File: src/rtl/loop_reduce_pipe_if.sv
// Handshake bundle for loop_reduce_pipe.
// Input stream (q/r/offset_en) and output stream (sign/mag/sat).
interface loop_reduce_pipe_if #(
    parameter int WIDTH = 8,
    parameter int LANES = 4
);
    logic                         in_valid;
    logic                         in_ready;
    logic [LANES*WIDTH-1:0]       q_in;
    logic [LANES*WIDTH-1:0]       r_in;
    logic                         offset_en;
    logic                         out_valid;
    logic                         out_ready;
    logic [LANES-1:0]             sign_out;
    logic [LANES*(WIDTH-1)-1:0]   mag_out;
    logic [LANES-1:0]             sat_out;

    modport master (
        output in_valid, q_in, r_in, offset_en, out_ready,
        input  in_ready, out_valid, sign_out, mag_out, sat_out
    );

    modport slave (
        input  in_valid, q_in, r_in, offset_en, out_ready,
        output in_ready, out_valid, sign_out, mag_out, sat_out
    );
endinterface

File: src/rtl/loop_reduce_pipe.sv
// Two-stage variable-node update: d = q - r, sign/magnitude split,
// saturation and optional offset-min-sum correction per lane.
module loop_reduce_pipe #(
    parameter int          WIDTH  = 8,
    parameter int          LANES  = 4,
    parameter int unsigned OFFSET = 1
) (
    input  logic                clk,
    input  logic                rst_n,
    input  logic                flush,
    input  logic                clr_cnt,
    loop_reduce_pipe_if.slave   bus,
    output logic [15:0]         sat_cnt
);
    localparam int DW = WIDTH + 1;
    localparam int MW = WIDTH - 1;
    localparam logic [DW-1:0] MAXM = DW'((32'd1 << MW) - 32'd1);

    logic                  s1_valid;
    logic                  s1_off;
    logic [LANES*DW-1:0]   s1_d;
    logic                  s2_valid;
    logic [LANES-1:0]      s2_sign;
    logic [LANES*MW-1:0]   s2_mag;
    logic [LANES-1:0]      s2_sat;

    logic                  s2_load;
    logic                  accept;
    logic [LANES*DW-1:0]   d_in;
    logic [LANES-1:0]      sign_c;
    logic [LANES-1:0]      sat_c;
    logic [LANES*MW-1:0]   mag_c;
    logic [16:0]           cnt_sum;

    assign bus.out_valid = s2_valid;
    assign bus.sign_out  = s2_sign;
    assign bus.mag_out   = s2_mag;
    assign bus.sat_out   = s2_sat;

    // Handshake: S2 loads when it is free or drained; flush blocks everything.
    always_comb begin
        s2_load      = s1_valid && (!s2_valid || bus.out_ready) && !flush;
        bus.in_ready = (!s1_valid || s2_load) && !flush;
        accept       = bus.in_valid && bus.in_ready;
    end

    // Sign-extended lane difference; WIDTH+1 bits cannot overflow.
    always_comb begin
        d_in = '0;
        for (int k = 0; k < LANES; k++) begin
            d_in[k*DW +: DW] =
                {bus.q_in[k*WIDTH+WIDTH-1], bus.q_in[k*WIDTH +: WIDTH]} -
                {bus.r_in[k*WIDTH+WIDTH-1], bus.r_in[k*WIDTH +: WIDTH]};
        end
    end

    // Magnitude, saturation (checked before offset) and offset correction.
    always_comb begin
        logic [DW-1:0] d;
        logic [DW-1:0] a;
        logic [MW-1:0] m;
        d      = '0;
        a      = '0;
        m      = '0;
        sign_c = '0;
        sat_c  = '0;
        mag_c  = '0;
        for (int k = 0; k < LANES; k++) begin
            d         = s1_d[k*DW +: DW];
            a         = d[DW-1] ? DW'(~d + DW'(1)) : d;
            sign_c[k] = d[DW-1];
            if (a > MAXM) begin
                sat_c[k] = 1'b1;
                m        = MAXM[MW-1:0];
            end else begin
                m        = a[MW-1:0];
            end
            if (s1_off) begin
                if ({{(32-MW){1'b0}}, m} > OFFSET)
                    m = m - MW'(OFFSET);
                else
                    m = '0;
            end
            mag_c[k*MW +: MW] = m;
        end
    end

    // Saturated-lane count for this load, widened to catch the ceiling.
    always_comb begin
        cnt_sum = {1'b0, sat_cnt};
        for (int k = 0; k < LANES; k++)
            cnt_sum = cnt_sum + 17'(sat_c[k]);
    end

    // S1 occupancy: flush wins, then accept, then hand-off to S2.
    always_ff @(posedge clk or negedge rst_n) begin
        if (!rst_n)
            s1_valid <= 1'b0;
        else if (flush)
            s1_valid <= 1'b0;
        else if (accept)
            s1_valid <= 1'b1;
        else if (s2_load)
            s1_valid <= 1'b0;
    end

    // S1 data only moves on accept so a stalled stage holds.
    always_ff @(posedge clk or negedge rst_n) begin
        if (!rst_n) begin
            s1_d   <= '0;
            s1_off <= 1'b0;
        end else if (accept) begin
            s1_d   <= d_in;
            s1_off <= bus.offset_en;
        end
    end

    // S2 occupancy: refill keeps it valid, consumption empties it.
    always_ff @(posedge clk or negedge rst_n) begin
        if (!rst_n)
            s2_valid <= 1'b0;
        else if (flush)
            s2_valid <= 1'b0;
        else if (s2_load)
            s2_valid <= 1'b1;
        else if (bus.out_ready)
            s2_valid <= 1'b0;
    end

    // S2 result registers, stable while the consumer stalls.
    always_ff @(posedge clk or negedge rst_n) begin
        if (!rst_n) begin
            s2_sign <= '0;
            s2_mag  <= '0;
            s2_sat  <= '0;
        end else if (s2_load) begin
            s2_sign <= sign_c;
            s2_mag  <= mag_c;
            s2_sat  <= sat_c;
        end
    end

    // Saturating counter of saturated lanes; clear beats increment.
    always_ff @(posedge clk or negedge rst_n) begin
        if (!rst_n)
            sat_cnt <= '0;
        else if (clr_cnt)
            sat_cnt <= '0;
        else if (s2_load)
            sat_cnt <= cnt_sum[16] ? 16'hFFFF : cnt_sum[15:0];
    end
endmodule

File: src/flat_wrapper.sv
// flat-port wrapper written by rule: the top's interface ports become plain ports
module loop_reduce_pipe_flat 
#(
    parameter int          WIDTH  = 8,
    parameter int          LANES  = 4,
    parameter int unsigned OFFSET = 1
)
  (clk, rst_n, flush, clr_cnt, sat_cnt, bus_in_valid, bus_q_in, bus_r_in, bus_offset_en, bus_out_ready, bus_in_ready, bus_out_valid, bus_sign_out, bus_mag_out, bus_sat_out);
  loop_reduce_pipe_if #(.WIDTH(WIDTH), .LANES(LANES)) bus_i ();
  input  logic clk;
  input  logic rst_n;
  input  logic flush;
  input  logic clr_cnt;
  output logic [15:0] sat_cnt;
  input wire logic [$bits(bus_i.in_valid)-1:0] bus_in_valid;
  input wire logic [$bits(bus_i.q_in)-1:0] bus_q_in;
  input wire logic [$bits(bus_i.r_in)-1:0] bus_r_in;
  input wire logic [$bits(bus_i.offset_en)-1:0] bus_offset_en;
  input wire logic [$bits(bus_i.out_ready)-1:0] bus_out_ready;
  output wire logic [$bits(bus_i.in_ready)-1:0] bus_in_ready;
  output wire logic [$bits(bus_i.out_valid)-1:0] bus_out_valid;
  output wire logic [$bits(bus_i.sign_out)-1:0] bus_sign_out;
  output wire logic [$bits(bus_i.mag_out)-1:0] bus_mag_out;
  output wire logic [$bits(bus_i.sat_out)-1:0] bus_sat_out;
  assign bus_i.in_valid = bus_in_valid;
  assign bus_i.q_in = bus_q_in;
  assign bus_i.r_in = bus_r_in;
  assign bus_i.offset_en = bus_offset_en;
  assign bus_i.out_ready = bus_out_ready;
  assign bus_in_ready = bus_i.in_ready;
  assign bus_out_valid = bus_i.out_valid;
  assign bus_sign_out = bus_i.sign_out;
  assign bus_mag_out = bus_i.mag_out;
  assign bus_sat_out = bus_i.sat_out;
  loop_reduce_pipe #(.WIDTH(WIDTH), .LANES(LANES), .OFFSET(OFFSET)) u_core (.clk(clk), .rst_n(rst_n), .flush(flush), .clr_cnt(clr_cnt), .bus(bus_i), .sat_cnt(sat_cnt));
endmodule
File: config.mk
export PLATFORM = sky130hd
export DESIGN_NAME = loop_reduce_pipe_flat
export DESIGN_NICKNAME = d
export VERILOG_FILES = /design/src/rtl/loop_reduce_pipe_if.sv /design/src/rtl/loop_reduce_pipe.sv /design/src/flat_wrapper.sv
export SDC_FILE = /design/constraint.sdc
export NUM_CORES = 1
export LEC_CHECK = 0
export CORE_AREA = 2 2 121 170
export DETAILED_ROUTE_END_ITERATION = 6
export DIE_AREA = 0 0 123 172
export GPL_TIMING_DRIVEN = 0
export REMOVE_ABC_BUFFERS = 1
export SLEW_MARGIN = 30
export SYNTH_ARGS = -nofsm -noshare
export SYNTH_HDL_FRONTEND = slang
export SYNTH_SLANG_ARGS = --single-unit
export TNS_END_PERCENT = 5
File: constraint.sdc
create_clock -name clk -period 11.25 [get_ports clk]
set_input_delay 1.125 -clock clk [delete_from_list [all_inputs] [get_ports clk]]
set_output_delay 1.125 -clock clk [all_outputs]
set_load 0.005 [all_outputs]
### Word-level counts from Yosys, hierarchy flattened

Index checks and enable logic that the tools add are counted.

| storage, ports and cells | value |
|---|---|
| bits in registers | 91 |
| latch bits | 0 |
| bits in writable memories | 0 |
| bits in read-only memories | 0 |
| input port bits | 71 |
| memories kept | 0 |

| operators by class | value |
|---|---|
| add/subtract/negate cells | 16 |
| $mul | 0 |
| divide/modulo/power cells | 0 |
| order comparisons | 8 |
| equal/unequal tests | 0 |
| shift-type cells | 0 |
| mux-type cells | 29 |
| bitwise gates (word level) | 4 |
| reduce and logical (&&, ||, !) cells | 12 |

Operators with widths:

| operator | count |
|---|---|
| 7-bit two-way mux | 12 |
| 17-bit by 1-bit adder with 17-bit output | 3 |
| 16-bit two-way mux | 3 |
| 9-bit by 1-bit adder with 9-bit output, second input constant | 4 |
| 9-bit by 7-bit > comparator with 1-bit output, second input constant | 4 |
| 9-bit two-way mux | 4 |
| 9-bit NOT | 4 |
| 8-bit by 8-bit subtractor with 9-bit output | 4 |
| 7-bit by 1-bit > comparator with 1-bit output, second input constant | 4 |
| 7-bit by 1-bit subtractor with 7-bit output, second input constant | 4 |
| 16-bit by 1-bit adder with 17-bit output | 1 |
| 1-bit two-way mux | 10 |
| 3-bit nonzero test | 2 |
| 1-bit logical AND | 4 |
| 1-bit logical NOT | 3 |
| 1-bit logical OR | 2 |
| 2-bit nonzero test | 1 |

### Longest topological paths before layout

| logic depth | value |
|---|---|
| depth in word-level cells | 12 |
| depth in mapped cells | 18 |
| gate-level depth less buffers | 15 |

### Least setup slack after synthesis

OpenSTA, ideal clock, no wires.

| timing path | value |
|---|---|
| kind | register to register |
| start | register u_core.s1_d[13] |
| end | register u_core.sat_cnt[3] |
| library setup time | 86 ps |
| arrival | 4012 ps |
| path slack | 7152 ps |
| stages on the path, launching flop included | 18 |
| path buffers | 3 |
| clock period less this slack | 4098 ps |
| cell sequence | dfrtp_1 clkbuf_1 or4_1 o311ai_0 and2_0 clkbuf_1 inv_1 fa_1 inv_1 fa_1 inv_1 fa_1 nand3_1 or3_1 clkbuf_1 a21oi_1 nor2_1 nor3_1 |

| on the way | value |
|---|---|
| longest elaborated chain between the ends | 11 |

Ends and longest elaborated chain:

| element | RTL line | text |
|---|---|---|
| start, declared | loop_reduce_pipe.sv:21 | `logic [LANES*DW-1:0] s1_d;` |
| start signal, assigned | loop_reduce_pipe.sv:113 | `s1_d <= d_in;` |
| 9-bit NOT | loop_reduce_pipe.sv:70 | `a = d[DW-1] ? DW'(~d + DW'(1)) : d;` |
| 9-bit by 1-bit adder with 9-bit output | loop_reduce_pipe.sv:70 |  |
| 9-bit two-way mux * | loop_reduce_pipe.sv:70 |  |
| 9-bit by 7-bit > comparator with 1-bit output * | loop_reduce_pipe.sv:72 | `if (a > MAXM) begin` |
| 1-bit two-way mux * | loop_reduce_pipe.sv:72 |  |
| named net u_core.sat_c[1] | loop_reduce_pipe.sv:31 | `logic [LANES-1:0] sat_c;` |
| 17-bit by 1-bit adder with 17-bit output * (3 in a row) | loop_reduce_pipe.sv:92 | `cnt_sum = cnt_sum + 17'(sat_c[k]);` |
| 16-bit two-way mux * | loop_reduce_pipe.sv:150 | `sat_cnt <= cnt_sum[16] ? 16'hFFFF : cnt_sum[15:0];` |
| 16-bit two-way mux * | loop_reduce_pipe.sv:149 | `else if (s2_load)` |
| 16-bit two-way mux * | loop_reduce_pipe.sv:147 | `else if (clr_cnt)` |
| end signal, assigned | loop_reduce_pipe.sv:150 |  |
| end, declared | loop_reduce_pipe.sv:13 | `output logic [15:0] sat_cnt` |

The timed path passes the listed nets; every way through them passes the cells marked *. The select of a mux whose other input is x is not followed.
A chain may end at the register's enable or synchronous reset.

### Worst setup path after layout

| timing path | value |
|---|---|
| start | register u_core.s1_d[13] |
| end | register u_core.sat_cnt[10] |

Same word-level chain as after synthesis.

==> impl_metrics.py <==
metrics = {
    "outcome": {
        "status": "completed",
    },
    "critical_path": {
        "reg2reg_slack_ns": 6.53,
        "required_ns": 11.45,
        "crit_type": "reg2reg",
        "cp_slowest_stage_delay_ns": 0.61,
        "timing.rr.start": "u_core.s1_d[13]$_DFFE_PN0P_",
        "worstPathArrival_ns": 4.92,
        "crit_path_cell_trace": "or4_1 > o311ai_0 > and2_0 > inv_1 > fa_1 > inv_1 > fa_1 > inv_1 > fa_1 > nand3_1 > nor3_1 > nand3_1 > mux2i_1 > nor2_1",
        "critPathMaxFanout": 8,
        "slowest_stage": "or4_1",
        "critical_path.top_delay_family": "simple AND/OR/NAND/NOR gates",
        "critPathLaunchType": "register",
        "critPathBufInv": 3,
        "critPathLaunch": "u_core.s1_d[13]$_DFFE_PN0P_",
        "critPathCaptureType": "register",
    },
    "sta": {
        "slew_violations": 0,
        "rsz0062_at_grt": "no",
        "setup_tns_ns": 0,
        "finalHoldViolCount": 0,
        "max_slew_margin_pct": 54.1,
        "setup_violations": 0,
        "clock.fmax_mhz": 212,
        "worstMarginPinSlew_ns": 0.684,
        "hold-worst-slack_ns": 0.477,
        "period_minus_slack_ns": 4.72,
        "fin_skew_ns": 0.00812,
        "layout_setup_ws_ns": 6.53,
        "fin_crit_sh_pct": 41.9,
    },
    "cells_and_area": {
        "nFillCells": 2011,
        "final_cells": 1188,
        "post-route-util_pct": 43.5,
        "stdcell_area_um2": 8560,
        "drive_gt1_share_pct": 4.70,
        "diodes": 0,
        "num-nets-final": 1054,
        "syn_to_final_growth_pct": 25.9,
    },
    "detailed_routing": {
        "num_vias": 5957,
        "drtAntennaViolNets": 0,
        "vias_per_cell": 5.01,
        "drt_iter0_drc": 296,
        "drcViolationCount": 0,
        "routed_wl_um": 15200,
        "avgRoutedWirePerCell_um": 12.8,
        "drtPass1Iterations": 4,
    },
    "cts": {
        "cts-resized-gates": 0,
        "path_clk_slew_ns": 0.07,
        "clk_latency_ns": 0.34,
        "cts_tree": "done",
        "htreeDepth": 3,
        "cts_setup_buffers": 0,
        "root_buffer": "clkbuf_16",
        "cts_hold_buf": 0,
        "cts.sinks": 91,
        "clock_path_buffers": 2,
        "cts_made_buffers": 9,
    },
    "die": {
        "dieHeight_um": 172,
        "core_area_um2": 19700,
        "row_count": 61,
        "dieArea_um2": 21200,
        "die_w_um": 123,
        "start_util_pct": 34.5,
        "io_pins": 125,
    },
    "logic_synthesis": {
        "yosys-top-cells-area": "dfrtp_1 (33%), ha_1 (8.3%), o21ai_0 (5.3%), nand2_1 (5.2%), nor2_1 (4.8%)",
        "synthMuxAreaShare_pct": 2.78,
        "yosys.area_share.xor_xnor_pct": 5.67,
        "synth_area_leader_cell": "dfrtp_1",
        "synth_compound_area_share_pct": 19.4,
        "synth_top_family_by_area": "simple AND/OR/NAND/NOR gates",
        "synthAdderAreaFrac_pct": 10.3,
        "yosys_warnings": 0,
        "synth.avg_cell_area_um2": 8.16,
        "synth-edff-count": 0,
        "async_reset_ff_share_pct": 100,
        "yosysSeqAreaShare_pct": 33.5,
        "postSynthCellCount": 833,
        "yosys.area_share.simple_pct": 21.4,
        "yosysMostFrequentCell": "nand2_1",
        "synthTopCellsByCount": "nand2_1 (95), dfrtp_1 (91), nor2_1 (87)",
        "ys_types": 69,
        "synth_area_um2": 6800,
        "synth-seq-cells": 91,
        "ys.flop_type": "dfrtp_1",
        "synth.top_cell.area_share_pct": 33.5,
    },
    "grt": {
        "grt_pass1_wl_um": 25800,
        "grt_pass1_vias": 5538,
        "grt_usage_pct": 14.9,
        "grt-ovfl-total": 0,
        "antenna_found_initial": 0,
        "grt_max_degree": 58,
    },
    "power": {
        "p_per_area_nw_per_um2": 151,
        "power.leakage_nw": 3.73,
        "irDropWorstVdd_uv": 75.9,
        "power_mw": 1.29,
    },
    "min_path": {
        "hold_class": "reg2reg",
        "min_from": "u_core.bus.mag_out[11]$_DFFE_PN0P_",
    },
    "placement": {
        "place_ws_ns": 6.51,
        "place_inst": 1172,
        "dp_hpwl_um": 11900,
        "placed_cell_area_um2": 8280,
        "io_buffers": 124,
        "gp_congestion": 0.789,
    },
    "job": {
        "maxCapViolations": 0,
    },
}
flip-flops by register name, indices dropped and copies added (netlist names):
register / cells
u_core.s1_valid: 1
u_core.bus.sign_out: 4
u_core.sat_cnt: 16
u_core.bus.out_valid: 1
u_core.bus.sat_out: 4
u_core.s1_d: 36
u_core.s1_off: 1
u_core.bus.mag_out: 28
layout by cell type (no fill, tap or decap), drive strengths merged, types with 4 or more instances in the layout:
cell             n
nand3           15
mux2i           11
fa               7
nor4             5
xor2            15
nor2b           21
xnor2           29
nor3            22
o22ai            4
nand2           95
clkinv           4
mux2             7
a21boi           9
dfrtp           91
nand4            9
nand2b           8
clkdlybuf4s50  123
ha              45
or3              7
nor2            87
a211oi          12
and3             5
o21ai           74
clkbuf          11
or4              5
a21oi           21
a31oi            9
and2             5
inv             80
o31ai           22
nor3b            4
or2              5
o21a             8
buf              6
or3b             5
cell families (layout without fill, tap and decap cells):
kind of cell,Yosys count,after routing
multiplexers,18,18
buffers and inverters,122,225
flip-flops,91,91
AO/OA/AOI/OAI,201,201
AND/OR/NAND/NOR,305,305
XOR/XNOR,44,44
adder cells (fa/ha/maj),52,52
metal layers:
layer | vias up | track usage (%) | routed length [um]
li1 | 3089 | - | -
met1 | 2767 | 17.9 | 6710
met2 | 90 | 27.8 | 7930
met3 | 11 | 1.85 | 390
met4 | 0 | 4.05 | 199
met5 | - | 0 | 0
worst reg2reg max path, delay by kind of cell (launching register included):
family | cells | cell delay [ns]
buffers and inverters | 3 | 0.32
adder cells (fa/ha/maj) | 3 | 1.17
AO/OA/AOI/OAI | 1 | 0.48
flip-flops | 1 | 0.46
multiplexers | 1 | 0.18
AND/OR/NAND/NOR | 6 | 1.97
final cells by class:
cell class	instances	area (um^2)	area share [%]
clock buffer	11	243	2.84
sequential	91	2280	26.6
inverter	80	300	3.51
tap	252	315	3.68
clock inverter	5	38.8	0.453
timing repair buffer	129	1310	15.3
multi-input combinational	620	4070	47.6
report_power, final:
group | internal (mW) | switching, mW
sequential | 0.398 | 0.0854
clock | 0.157 | 0.131
combinational | 0.272 | 0.246
final timing paths:
path                                                 endpoint  cells after the start
max                            u_core.sat_cnt[10]$_DFFE_PN0P_                     14
min reg2reg                u_core.bus.mag_out[11]$_DFFE_PN0P_                      2
max reg2reg                    u_core.sat_cnt[10]$_DFFE_PN0P_                     14
max in group asynchronous         u_core.s1_d[19]$_DFFE_PN0P_                      2
min                        u_core.bus.mag_out[11]$_DFFE_PN0P_                      2
min in group asynchronous          u_core.s1_d[7]$_DFFE_PN0P_                      1
Note: power is estimated with default switching activity, not from simulation.
